==> src/rtl/bias_pkg.sv <==
// Shared definitions for the bias fetch sequencer: default widths and
// the state encodings of the main FSM and the prefetch sub-FSM.
package bias_pkg;

    localparam int DEF_ADDR_W = 16;
    localparam int DEF_DATA_W = 16;
    localparam int DEF_CNT_W  = 16;

    // Main job FSM
    typedef enum logic [2:0] {
        IDLE   = 3'd0,
        FETCH0 = 3'd1,
        ARM    = 3'd2,
        RUN    = 3'd3,
        DONE   = 3'd4
    } state_e;

    // Prefetch of the next column pair while tiles are running
    typedef enum logic [1:0] {
        PF_IDLE = 2'd0,
        PF_RD1  = 2'd1,
        PF_RD2  = 2'd2,
        PF_WAIT = 2'd3
    } pf_e;

endpackage

==> src/rtl/bias_fetch_seq_lane.sv <==
// Per-lane tile tracker: counts systolic valids, detects tile ends,
// generates the column load pulse (directly or after waiting for staging)
// and flags protocol violations seen on this lane.
module bias_lane_tracker
    import bias_pkg::*;
#(
    parameter int DATA_W = DEF_DATA_W,
    parameter int CNT_W  = DEF_CNT_W
) (
    input  logic              clk,
    input  logic              rst,
    input  logic              run,
    input  logic              init_load,
    input  logic [DATA_W-1:0] init_val,
    input  logic [CNT_W-1:0]  rows_per_tile,
    input  logic [CNT_W-1:0]  num_tiles,
    input  logic              sys_valid,
    input  logic              stg_avail,
    input  logic [DATA_W-1:0] stg_val,
    output logic              load_en,
    output logic [DATA_W-1:0] bias_out,
    output logic              consume,
    output logic              fin_next,
    output logic              err_set
);

    localparam logic [CNT_W-1:0] CNT_ONE  = {{(CNT_W-1){1'b0}}, 1'b1};
    localparam logic [CNT_W-1:0] CNT_ZERO = {CNT_W{1'b0}};

    logic [CNT_W-1:0]  row_cnt_r;
    logic [CNT_W-1:0]  tiles_done_r;
    logic              pending_r;
    logic              finished_r;
    logic              load_en_r;
    logic [DATA_W-1:0] bias_out_r;

    logic count_s;
    logic tile_end_s;
    logic last_tile_s;
    logic need_load_s;
    logic fire_s;

    // Decode valid counting, tile end and when this lane loads its next bias
    always_comb begin
        count_s     = 1'b0;
        tile_end_s  = 1'b0;
        last_tile_s = 1'b0;
        need_load_s = 1'b0;
        fire_s      = 1'b0;
        count_s     = run & sys_valid & ~finished_r;
        tile_end_s  = count_s & (row_cnt_r == (rows_per_tile - CNT_ONE));
        last_tile_s = (tiles_done_r == (num_tiles - CNT_ONE));
        need_load_s = tile_end_s & ~last_tile_s;
        // A late staging is served the first cycle it becomes available
        fire_s      = (need_load_s | pending_r) & stg_avail;
    end

    // Lane counters, pending flag and registered load pulse / bias value
    always_ff @(posedge clk) begin
        if (rst) begin
            row_cnt_r    <= CNT_ZERO;
            tiles_done_r <= CNT_ZERO;
            pending_r    <= 1'b0;
            finished_r   <= 1'b0;
            load_en_r    <= 1'b0;
            bias_out_r   <= {DATA_W{1'b0}};
        end else if (init_load) begin
            row_cnt_r    <= CNT_ZERO;
            tiles_done_r <= CNT_ZERO;
            pending_r    <= 1'b0;
            finished_r   <= 1'b0;
            load_en_r    <= 1'b1;
            bias_out_r   <= init_val;
        end else begin
            load_en_r <= fire_s;
            if (fire_s) begin
                bias_out_r <= stg_val;
            end
            if (count_s) begin
                row_cnt_r <= tile_end_s ? CNT_ZERO : (row_cnt_r + CNT_ONE);
            end
            if (tile_end_s) begin
                tiles_done_r <= tiles_done_r + CNT_ONE;
            end
            if (tile_end_s & last_tile_s) begin
                finished_r <= 1'b1;
            end
            if (fire_s) begin
                pending_r <= 1'b0;
            end else if (need_load_s) begin
                pending_r <= 1'b1;
            end
        end
    end

    assign load_en  = load_en_r;
    assign bias_out = bias_out_r;
    assign consume  = fire_s;
    assign fin_next = finished_r | (tile_end_s & last_tile_s);
    // Valid outside RUN, after the last tile, in the load cycle or while waiting
    assign err_set  = sys_valid & (~run | finished_r | load_en_r | pending_r);

endmodule

==> src/rtl/bias_fetch_seq.sv <==
// Bias fetch sequencer: reads one bias per column from the Unified Buffer,
// stages the next column pair, and pulses each column's load enable at the
// start of every neuron tile as tracked from the systolic valid strobes.
module bias_fetch_seq
    import bias_pkg::*;
#(
    parameter int ADDR_W = DEF_ADDR_W,
    parameter int DATA_W = DEF_DATA_W,
    parameter int CNT_W  = DEF_CNT_W
) (
    input  logic              clk,
    input  logic              rst,
    input  logic              start,
    input  logic [ADDR_W-1:0] base_addr,
    input  logic [CNT_W-1:0]  num_tiles,
    input  logic [CNT_W-1:0]  rows_per_tile,
    output logic              busy,
    output logic              done,
    output logic              protocol_err,
    output logic              ub_rd_en,
    output logic [ADDR_W-1:0] ub_rd_addr,
    input  logic [DATA_W-1:0] ub_rd_data,
    input  logic              sys_valid_mon_1,
    input  logic              sys_valid_mon_2,
    output logic [DATA_W-1:0] bias_scalar_ub_out_1,
    output logic [DATA_W-1:0] bias_scalar_ub_out_2,
    output logic              bias_load_en_1,
    output logic              bias_load_en_2
);

    localparam logic [ADDR_W-1:0] ADDR_ONE = {{(ADDR_W-1){1'b0}}, 1'b1};
    localparam logic [ADDR_W-1:0] ADDR_TWO = {{(ADDR_W-2){1'b0}}, 2'b10};
    localparam logic [CNT_W-1:0]  CNT_ONE  = {{(CNT_W-1){1'b0}}, 1'b1};
    localparam logic [CNT_W-1:0]  CNT_ZERO = {CNT_W{1'b0}};

    state_e            state_r;
    pf_e               pf_r;
    logic [1:0]        fph_r;
    logic              busy_r;
    logic              done_r;
    logic              err_r;
    logic              rd_en_r;
    logic [ADDR_W-1:0] rd_addr_r;
    logic [ADDR_W-1:0] next_addr_r;
    logic [CNT_W-1:0]  num_tiles_r;
    logic [CNT_W-1:0]  rows_r;
    logic [CNT_W-1:0]  fetch_tile_r;
    logic [DATA_W-1:0] stage1_r;
    logic [DATA_W-1:0] stage2_r;
    logic              stg_valid_r;
    logic              used_1_r;
    logic              used_2_r;

    logic              start_acc_s;
    logic              launch_s;
    logic              run_s;
    logic              init_load_s;
    logic              stg_avail_s;
    logic              avail_1_s;
    logic              avail_2_s;
    logic              pf_go_s;
    logic              both_used_s;
    logic [DATA_W-1:0] stg_val_2_s;
    logic              consume_1_s;
    logic              consume_2_s;
    logic              fin_1_s;
    logic              fin_2_s;
    logic              err_1_s;
    logic              err_2_s;

    // Command acceptance, staging availability and prefetch trigger decode
    always_comb begin
        start_acc_s = 1'b0;
        launch_s    = 1'b0;
        run_s       = 1'b0;
        init_load_s = 1'b0;
        stg_avail_s = 1'b0;
        pf_go_s     = 1'b0;
        stg_val_2_s = {DATA_W{1'b0}};
        start_acc_s = start & ~busy_r;
        launch_s    = start_acc_s & (num_tiles != CNT_ZERO) & (rows_per_tile != CNT_ZERO);
        run_s       = (state_r == RUN);
        init_load_s = (state_r == FETCH0) && (fph_r == 2'd2);
        // Second prefetch word counts as staged in the cycle it arrives
        stg_avail_s = stg_valid_r | (pf_r == PF_WAIT);
        if (stg_valid_r) begin
            stg_val_2_s = stage2_r;
        end else begin
            stg_val_2_s = ub_rd_data;
        end
        pf_go_s = ((state_r == ARM) || (state_r == RUN)) && (pf_r == PF_IDLE) &&
                  !stg_valid_r && (fetch_tile_r < num_tiles_r);
    end

    assign avail_1_s   = stg_avail_s & ~used_1_r;
    assign avail_2_s   = stg_avail_s & ~used_2_r;
    assign both_used_s = (used_1_r | consume_1_s) & (used_2_r | consume_2_s);

    // Main job FSM: launch, initial fetch phases, arm, run and done pulse
    always_ff @(posedge clk) begin
        if (rst) begin
            state_r     <= IDLE;
            fph_r       <= 2'd0;
            busy_r      <= 1'b0;
            done_r      <= 1'b0;
            num_tiles_r <= CNT_ZERO;
            rows_r      <= CNT_ZERO;
        end else begin
            done_r <= 1'b0;
            if (start_acc_s) begin
                num_tiles_r <= num_tiles;
                rows_r      <= rows_per_tile;
                fph_r       <= 2'd0;
                if (launch_s) begin
                    state_r <= FETCH0;
                    busy_r  <= 1'b1;
                end else begin
                    // Empty job completes at once without touching the UB
                    state_r <= IDLE;
                    done_r  <= 1'b1;
                end
            end else begin
                case (state_r)
                    IDLE: begin
                        state_r <= IDLE;
                    end
                    FETCH0: begin
                        if (fph_r == 2'd2) begin
                            state_r <= ARM;
                        end else begin
                            fph_r <= fph_r + 2'd1;
                        end
                    end
                    ARM: begin
                        state_r <= RUN;
                    end
                    RUN: begin
                        if (fin_1_s && fin_2_s) begin
                            state_r <= DONE;
                            done_r  <= 1'b1;
                            busy_r  <= 1'b0;
                        end
                    end
                    DONE: begin
                        state_r <= IDLE;
                    end
                    default: begin
                        state_r <= IDLE;
                        busy_r  <= 1'b0;
                    end
                endcase
            end
        end
    end

    // UB read port: initial pair fetch, then background prefetch of later pairs
    always_ff @(posedge clk) begin
        if (rst) begin
            rd_en_r      <= 1'b0;
            rd_addr_r    <= {ADDR_W{1'b0}};
            next_addr_r  <= {ADDR_W{1'b0}};
            fetch_tile_r <= CNT_ZERO;
            pf_r         <= PF_IDLE;
            stage1_r     <= {DATA_W{1'b0}};
            stage2_r     <= {DATA_W{1'b0}};
        end else if (launch_s) begin
            rd_en_r      <= 1'b1;
            rd_addr_r    <= base_addr;
            next_addr_r  <= base_addr + ADDR_TWO;
            fetch_tile_r <= CNT_ONE;
            pf_r         <= PF_IDLE;
        end else if (state_r == FETCH0) begin
            case (fph_r)
                2'd0: begin
                    rd_addr_r <= rd_addr_r + ADDR_ONE;
                end
                2'd1: begin
                    rd_en_r  <= 1'b0;
                    stage1_r <= ub_rd_data;
                end
                default: begin
                    rd_en_r <= 1'b0;
                end
            endcase
        end else begin
            case (pf_r)
                PF_IDLE: begin
                    if (pf_go_s) begin
                        rd_en_r      <= 1'b1;
                        rd_addr_r    <= next_addr_r;
                        next_addr_r  <= next_addr_r + ADDR_TWO;
                        fetch_tile_r <= fetch_tile_r + CNT_ONE;
                        pf_r         <= PF_RD1;
                    end
                end
                PF_RD1: begin
                    rd_addr_r <= rd_addr_r + ADDR_ONE;
                    pf_r      <= PF_RD2;
                end
                PF_RD2: begin
                    rd_en_r  <= 1'b0;
                    stage1_r <= ub_rd_data;
                    pf_r     <= PF_WAIT;
                end
                PF_WAIT: begin
                    stage2_r <= ub_rd_data;
                    pf_r     <= PF_IDLE;
                end
                default: begin
                    rd_en_r <= 1'b0;
                    pf_r    <= PF_IDLE;
                end
            endcase
        end
    end

    // Staging ownership: valid after the second prefetch word, freed once both lanes used it
    always_ff @(posedge clk) begin
        if (rst) begin
            stg_valid_r <= 1'b0;
            used_1_r    <= 1'b0;
            used_2_r    <= 1'b0;
        end else if (launch_s) begin
            stg_valid_r <= 1'b0;
            used_1_r    <= 1'b0;
            used_2_r    <= 1'b0;
        end else if (stg_avail_s && both_used_s) begin
            stg_valid_r <= 1'b0;
            used_1_r    <= 1'b0;
            used_2_r    <= 1'b0;
        end else begin
            if (pf_r == PF_WAIT) begin
                stg_valid_r <= 1'b1;
            end
            used_1_r <= used_1_r | consume_1_s;
            used_2_r <= used_2_r | consume_2_s;
        end
    end

    // Sticky protocol error, cleared by reset or an accepted start
    always_ff @(posedge clk) begin
        if (rst) begin
            err_r <= 1'b0;
        end else if (start_acc_s) begin
            err_r <= 1'b0;
        end else if (err_1_s || err_2_s) begin
            err_r <= 1'b1;
        end
    end

    bias_lane_tracker #(
        .DATA_W (DATA_W),
        .CNT_W  (CNT_W)
    ) u_lane_1 (
        .clk           (clk),
        .rst           (rst),
        .run           (run_s),
        .init_load     (init_load_s),
        .init_val      (stage1_r),
        .rows_per_tile (rows_r),
        .num_tiles     (num_tiles_r),
        .sys_valid     (sys_valid_mon_1),
        .stg_avail     (avail_1_s),
        .stg_val       (stage1_r),
        .load_en       (bias_load_en_1),
        .bias_out      (bias_scalar_ub_out_1),
        .consume       (consume_1_s),
        .fin_next      (fin_1_s),
        .err_set       (err_1_s)
    );

    bias_lane_tracker #(
        .DATA_W (DATA_W),
        .CNT_W  (CNT_W)
    ) u_lane_2 (
        .clk           (clk),
        .rst           (rst),
        .run           (run_s),
        .init_load     (init_load_s),
        .init_val      (ub_rd_data),
        .rows_per_tile (rows_r),
        .num_tiles     (num_tiles_r),
        .sys_valid     (sys_valid_mon_2),
        .stg_avail     (avail_2_s),
        .stg_val       (stg_val_2_s),
        .load_en       (bias_load_en_2),
        .bias_out      (bias_scalar_ub_out_2),
        .consume       (consume_2_s),
        .fin_next      (fin_2_s),
        .err_set       (err_2_s)
    );

    assign busy         = busy_r;
    assign done         = done_r;
    assign protocol_err = err_r;
    assign ub_rd_en     = rd_en_r;
    assign ub_rd_addr   = rd_addr_r;

endmodule

==> config.mk <==
export PLATFORM = sky130hd
export DESIGN_NAME = bias_fetch_seq
export DESIGN_NICKNAME = d
export VERILOG_FILES = /design/src/rtl/bias_pkg.sv /design/src/rtl/bias_fetch_seq_lane.sv /design/src/rtl/bias_fetch_seq.sv
export SDC_FILE = /design/constraint.sdc
export NUM_CORES = 1
export LEC_CHECK = 0
export CAP_MARGIN = 0
export CORE_MARGIN = 2
export CORE_UTILIZATION = 58
export CTS_CLUSTER_DIAMETER = 200
export CTS_CLUSTER_SIZE = 12
export DETAILED_ROUTE_END_ITERATION = 8
export DONT_BUFFER_PORTS = 1
export GPL_TIMING_DRIVEN = 1
export PLACE_DENSITY_LB_ADDON = 0.3
export SYNTH_ARGS = -nofsm -noshare
export SYNTH_HDL_FRONTEND = slang
export SYNTH_SLANG_ARGS = --single-unit
==> constraint.sdc <==
create_clock -name clk -period 4.4 [get_ports clk]
set_input_delay 0.44 -clock clk [delete_from_list [all_inputs] [get_ports clk]]
set_output_delay 0.44 -clock clk [all_outputs]
set_load 0.02 [all_outputs]
==> run_summary.xml <==
<?xml version="1.0" encoding="UTF-8"?>
<metrics>
  <group name="outcome">
    <metric name="outcome" unit="">finished clean</metric>
  </group>
  <group name="cells_and_area">
    <metric name="num-fill-cells" unit="">2010</metric>
    <metric name="layout.cells.non_filler" unit="">1894</metric>
    <metric name="final_layout_size_suffix_gt1_share" unit="%">3.98</metric>
    <metric name="final_stage_net_count" unit="">1710</metric>
    <metric name="multi_input_comb_area" unit="µm²">8110</metric>
    <metric name="growth_of_design_area_from_synthesis_to_finish" unit="%">5.29</metric>
    <metric name="area_of_all_sequential_standard_cells" unit="µm²">4560</metric>
    <metric name="antenna-diode-count" unit="">0</metric>
  </group>
  <group name="pwr">
    <metric name="ir_worst_vdd" unit="µV">301</metric>
    <metric name="power.leakage" unit="µW">0.00509</metric>
    <metric name="pd_cells" unit="nW/µm²">327</metric>
  </group>
  <group name="synth">
    <metric name="yosys_register_bits" unit="">228</metric>
    <metric name="synth.yosys.warnings" unit="">0</metric>
    <metric name="synth_top_cell_area_share" unit="%">34.4</metric>
    <metric name="syn-instance-count" unit="">1673</metric>
    <metric name="synth_area_per_cell" unit="µm²">7.93</metric>
    <metric name="synth.largest_area_cell" unit="">sky130_fd_sc_hd__dfxtp_1</metric>
    <metric name="ys_top_cells_by_count" unit="">231 x sky130_fd_sc_hd__nand2_1, 228 x sky130_fd_sc_hd__dfxtp_1, 158 x sky130_fd_sc_hd__nor2_1</metric>
    <metric name="synth_area" unit="µm²">13300</metric>
    <metric name="ys_async_sr_fraction" unit="%">0</metric>
    <metric name="postSynthNetCount" unit="">1773</metric>
    <metric name="synth_enable_flop_cells" unit="">0</metric>
    <metric name="synth-main-ff-cell" unit="">sky130_fd_sc_hd__dfxtp_1</metric>
    <metric name="synth.area.top_cells" unit="">sky130_fd_sc_hd__dfxtp_1 34%, sky130_fd_sc_hd__nand2_1 6.5%, sky130_fd_sc_hd__xor2_1 4.7%</metric>
    <metric name="synthMostInstantiatedCell" unit="">sky130_fd_sc_hd__nand2_1</metric>
    <metric name="ys_types" unit="">71</metric>
    <metric name="synth-seq-area-share" unit="%">34.4</metric>
  </group>
  <group name="grt">
    <metric name="initial_antenna_violation_count" unit="">0</metric>
    <metric name="grt_max_degree" unit="">108</metric>
    <metric name="globalRoute.totalOverflow" unit="">0</metric>
    <metric name="grt_first_pass_wirelength" unit="µm">58700</metric>
    <metric name="grt_util_all_layers" unit="%">29.6</metric>
    <metric name="vias_in_the_first_global_route" unit="">11226</metric>
  </group>
  <group name="placement">
    <metric name="detailedPlacementHpwl" unit="µm">25700</metric>
    <metric name="gp_congestion" unit="">0.926</metric>
    <metric name="port_buffers" unit="">0</metric>
    <metric name="place_inst" unit="">1869</metric>
  </group>
  <group name="floorplanning">
    <metric name="placeableCoreArea" unit="µm²">22600</metric>
    <metric name="start_util" unit="%">58.8</metric>
    <metric name="num_rows" unit="">55</metric>
    <metric name="design.portCount" unit="">123</metric>
    <metric name="dieHeight" unit="µm">155</metric>
    <metric name="chipWidth" unit="µm">155</metric>
    <metric name="die-area" unit="µm²">24100</metric>
  </group>
  <group name="clock_tree">
    <metric name="post_cts_resized" unit="">0</metric>
    <metric name="clock-sinks" unit="">228</metric>
    <metric name="ctsRootBufferMaster" unit="">sky130_fd_sc_hd__clkbuf_16</metric>
    <metric name="tritoncts.num_buffers" unit="">22</metric>
    <metric name="clkTransAtPathRegs" unit="ps">70</metric>
    <metric name="clockBufferDepth" unit="">3</metric>
    <metric name="htree_levels" unit="">1</metric>
    <metric name="cts_tree" unit="">done</metric>
    <metric name="clk-insertion-delay-late" unit="ps">540</metric>
  </group>
  <group name="worst_setup_path">
    <metric name="critPathMaxStageDelay" unit="ps">660</metric>
    <metric name="critical_path.n_buffers_inverters" unit="">1</metric>
    <metric name="setup.worst_path.end_class" unit="">register</metric>
    <metric name="critical_path_peak_fanout" unit="">9</metric>
    <metric name="critical-path-slowest-cell" unit="">sky130_fd_sc_hd__or4_1</metric>
    <metric name="crit_path_cells" unit="">inv_1 -&gt; ha_1 -&gt; or4b_4 -&gt; nor4_1 -&gt; xnor3_1 -&gt; o211ai_1 -&gt; or4_1 -&gt; or4_1 -&gt; or3_1 -&gt; a21oi_1</metric>
    <metric name="timing_worst_setup_path_type" unit="">reg2reg</metric>
    <metric name="critPathLaunchType" unit="">register</metric>
    <metric name="timing.critical_path.max_delay_family" unit="">simple AND/OR/NAND/NOR gates</metric>
    <metric name="crit_required" unit="ps">4830</metric>
    <metric name="crit_top_cell" unit="">sky130_fd_sc_hd__or4_1</metric>
    <metric name="cp.arrival" unit="ps">4440</metric>
  </group>
  <group name="routing">
    <metric name="routedWlPerCell" unit="µm">19.1</metric>
    <metric name="route.vias.total" unit="">12019</metric>
    <metric name="drt.antenna.violating_nets" unit="">0</metric>
    <metric name="drt-vias-per-instance" unit="">6.35</metric>
    <metric name="first_pass_iters" unit="">5</metric>
    <metric name="sum_of_routed_wire_length_over_all_layers" unit="µm">36100</metric>
    <metric name="detailedRoute.firstIterationViolations" unit="">969</metric>
    <metric name="drt_drc_violations_left" unit="">0</metric>
  </group>
  <group name="timing">
    <metric name="min_period" unit="ps">4010</metric>
    <metric name="fin_skew" unit="ps">23.9</metric>
    <metric name="timing_hold_violations_final" unit="">0</metric>
    <metric name="setup_repair_after_global_routing_missed_its_margin" unit="">false</metric>
    <metric name="timing.setup.tns" unit="ps">0</metric>
    <metric name="timing.fmax" unit="MHz">249</metric>
    <metric name="timing.final.setup_violations" unit="">0</metric>
    <metric name="post-route-period-util" unit="%">91.1</metric>
    <metric name="finalMaxSlewViolations" unit="">0</metric>
    <metric name="max_slew_margin" unit="%">29.8</metric>
    <metric name="worst_pin_slew" unit="ps">1050</metric>
  </group>
  <group name="worst_hold_path">
    <metric name="hold_path_class" unit="">in2reg</metric>
  </group>
  <group name="flow_run">
    <metric name="max_cap_violations" unit="">0</metric>
  </group>
</metrics>
[cell usage in the layout (no fill, tap or decap), drive strengths merged, types with 9 or more instances in the layout]
master / count
a311oi: 24
mux2i: 49
buf: 24
clkbuf: 22
nand2: 231
or4: 20
nor2: 159
dfxtp: 228
nand3: 78
o31ai: 9
inv: 39
or3: 26
nor4: 41
and3: 34
and4: 9
xnor3: 9
ha: 31
xnor2: 65
o21ai: 37
o221ai: 9
a31oi: 11
a211oi: 22
a21oi: 118
xor2: 71
nand4: 34
nand2b: 53
nor3: 44
[cells by family (layout without fill, tap and decap cells)]
group	count (synthesis)	after routing	synth area share, %
compound gates	302	302	15.0
xor+xnor	146	146	10.7
fa+ha+maj	31	31	2.92
buf+inv	151	87	4.58
flops	228	228	34.4
mux	49	49	3.70
simple gates	766	766	28.7
[report_power, final]
part / switching, µW / internal [µW] / leakage [µW]
sequential: 111 / 2120 / 0.00185
clock: 787 / 889 / 0.000283
combinational: 394 / 264 / 0.00296
total: 1290 / 3270 / 0.00509
[path summary, 6_finish.rpt]
path	startpoint	to	slack, ps	depth (start not counted)
min reg2reg	stage2_r[5]	stage2_r[5]	460	2
min	num_tiles[15]	num_tiles_r[15]	40	2
max reg2reg	rows_r[0]	u_lane_1.tiles_done_r[9]	390	10
max	rows_r[0]	u_lane_1.tiles_done_r[9]	390	10
[sequential cells by signal, summed over array words and instances (netlist names), 16 cells and up]
| register | count |
|---|---|
| u_lane_2.bias_out | 16 |
| rows_r | 16 |
| stage1_r | 16 |
| num_tiles_r | 16 |
| stage2_r | 16 |
| u_lane_1.row_cnt_r | 16 |
| ub_rd_addr | 16 |
| u_lane_1.bias_out | 16 |
| u_lane_2.row_cnt_r | 16 |
| fetch_tile_r | 16 |
| u_lane_1.tiles_done_r | 16 |
| u_lane_2.tiles_done_r | 16 |
| next_addr_r | 16 |
[timing repair]
item,4_1_cts,5_1_grt
hold endpoints to repair,107,0
endpoints found under the setup margin,0,0
hold buffers,2,0
setup buffers,0,0
[metrics by stage]
stage | worst slack [ps] | total power (µW) | area, µm² | utilization [%] | hold WS (ps)
after floorplan | 716 | 2760 | 13300 | - | 437
after global placement | 544 | 2880 | 13400 | 59.2 | 437
after detailed placement | 448 | 2890 | 13400 | 59.2 | 441
after CTS | 446 | 4570 | 14000 | 61.9 | 20.9
after global routing | 153 | 4720 | 14000 | 61.9 | 33.8
final | 391 | 4560 | 14000 | 61.9 | 38.3
[area by class of cell]
cell class                 instances  share of cell area (%)
tap                              285                    2.55
inverter                          39                    1.05
clock inverter                     1                   0.215
sequential                       228                    32.7
timing repair buffer              25                    1.50
multi-input combinational       1294                    58.1
clock buffer                      22                    3.94
[layer usage]
layer,vias to the layer above,wire length (µm),global-route usage (%)
met3,61,2540,5.65
met1,5737,15400,38.9
met5,-,0,0
met4,0,953,7.82
met2,416,17200,50.3
li1,5805,-,-
(Power assumes the default switching activity.)
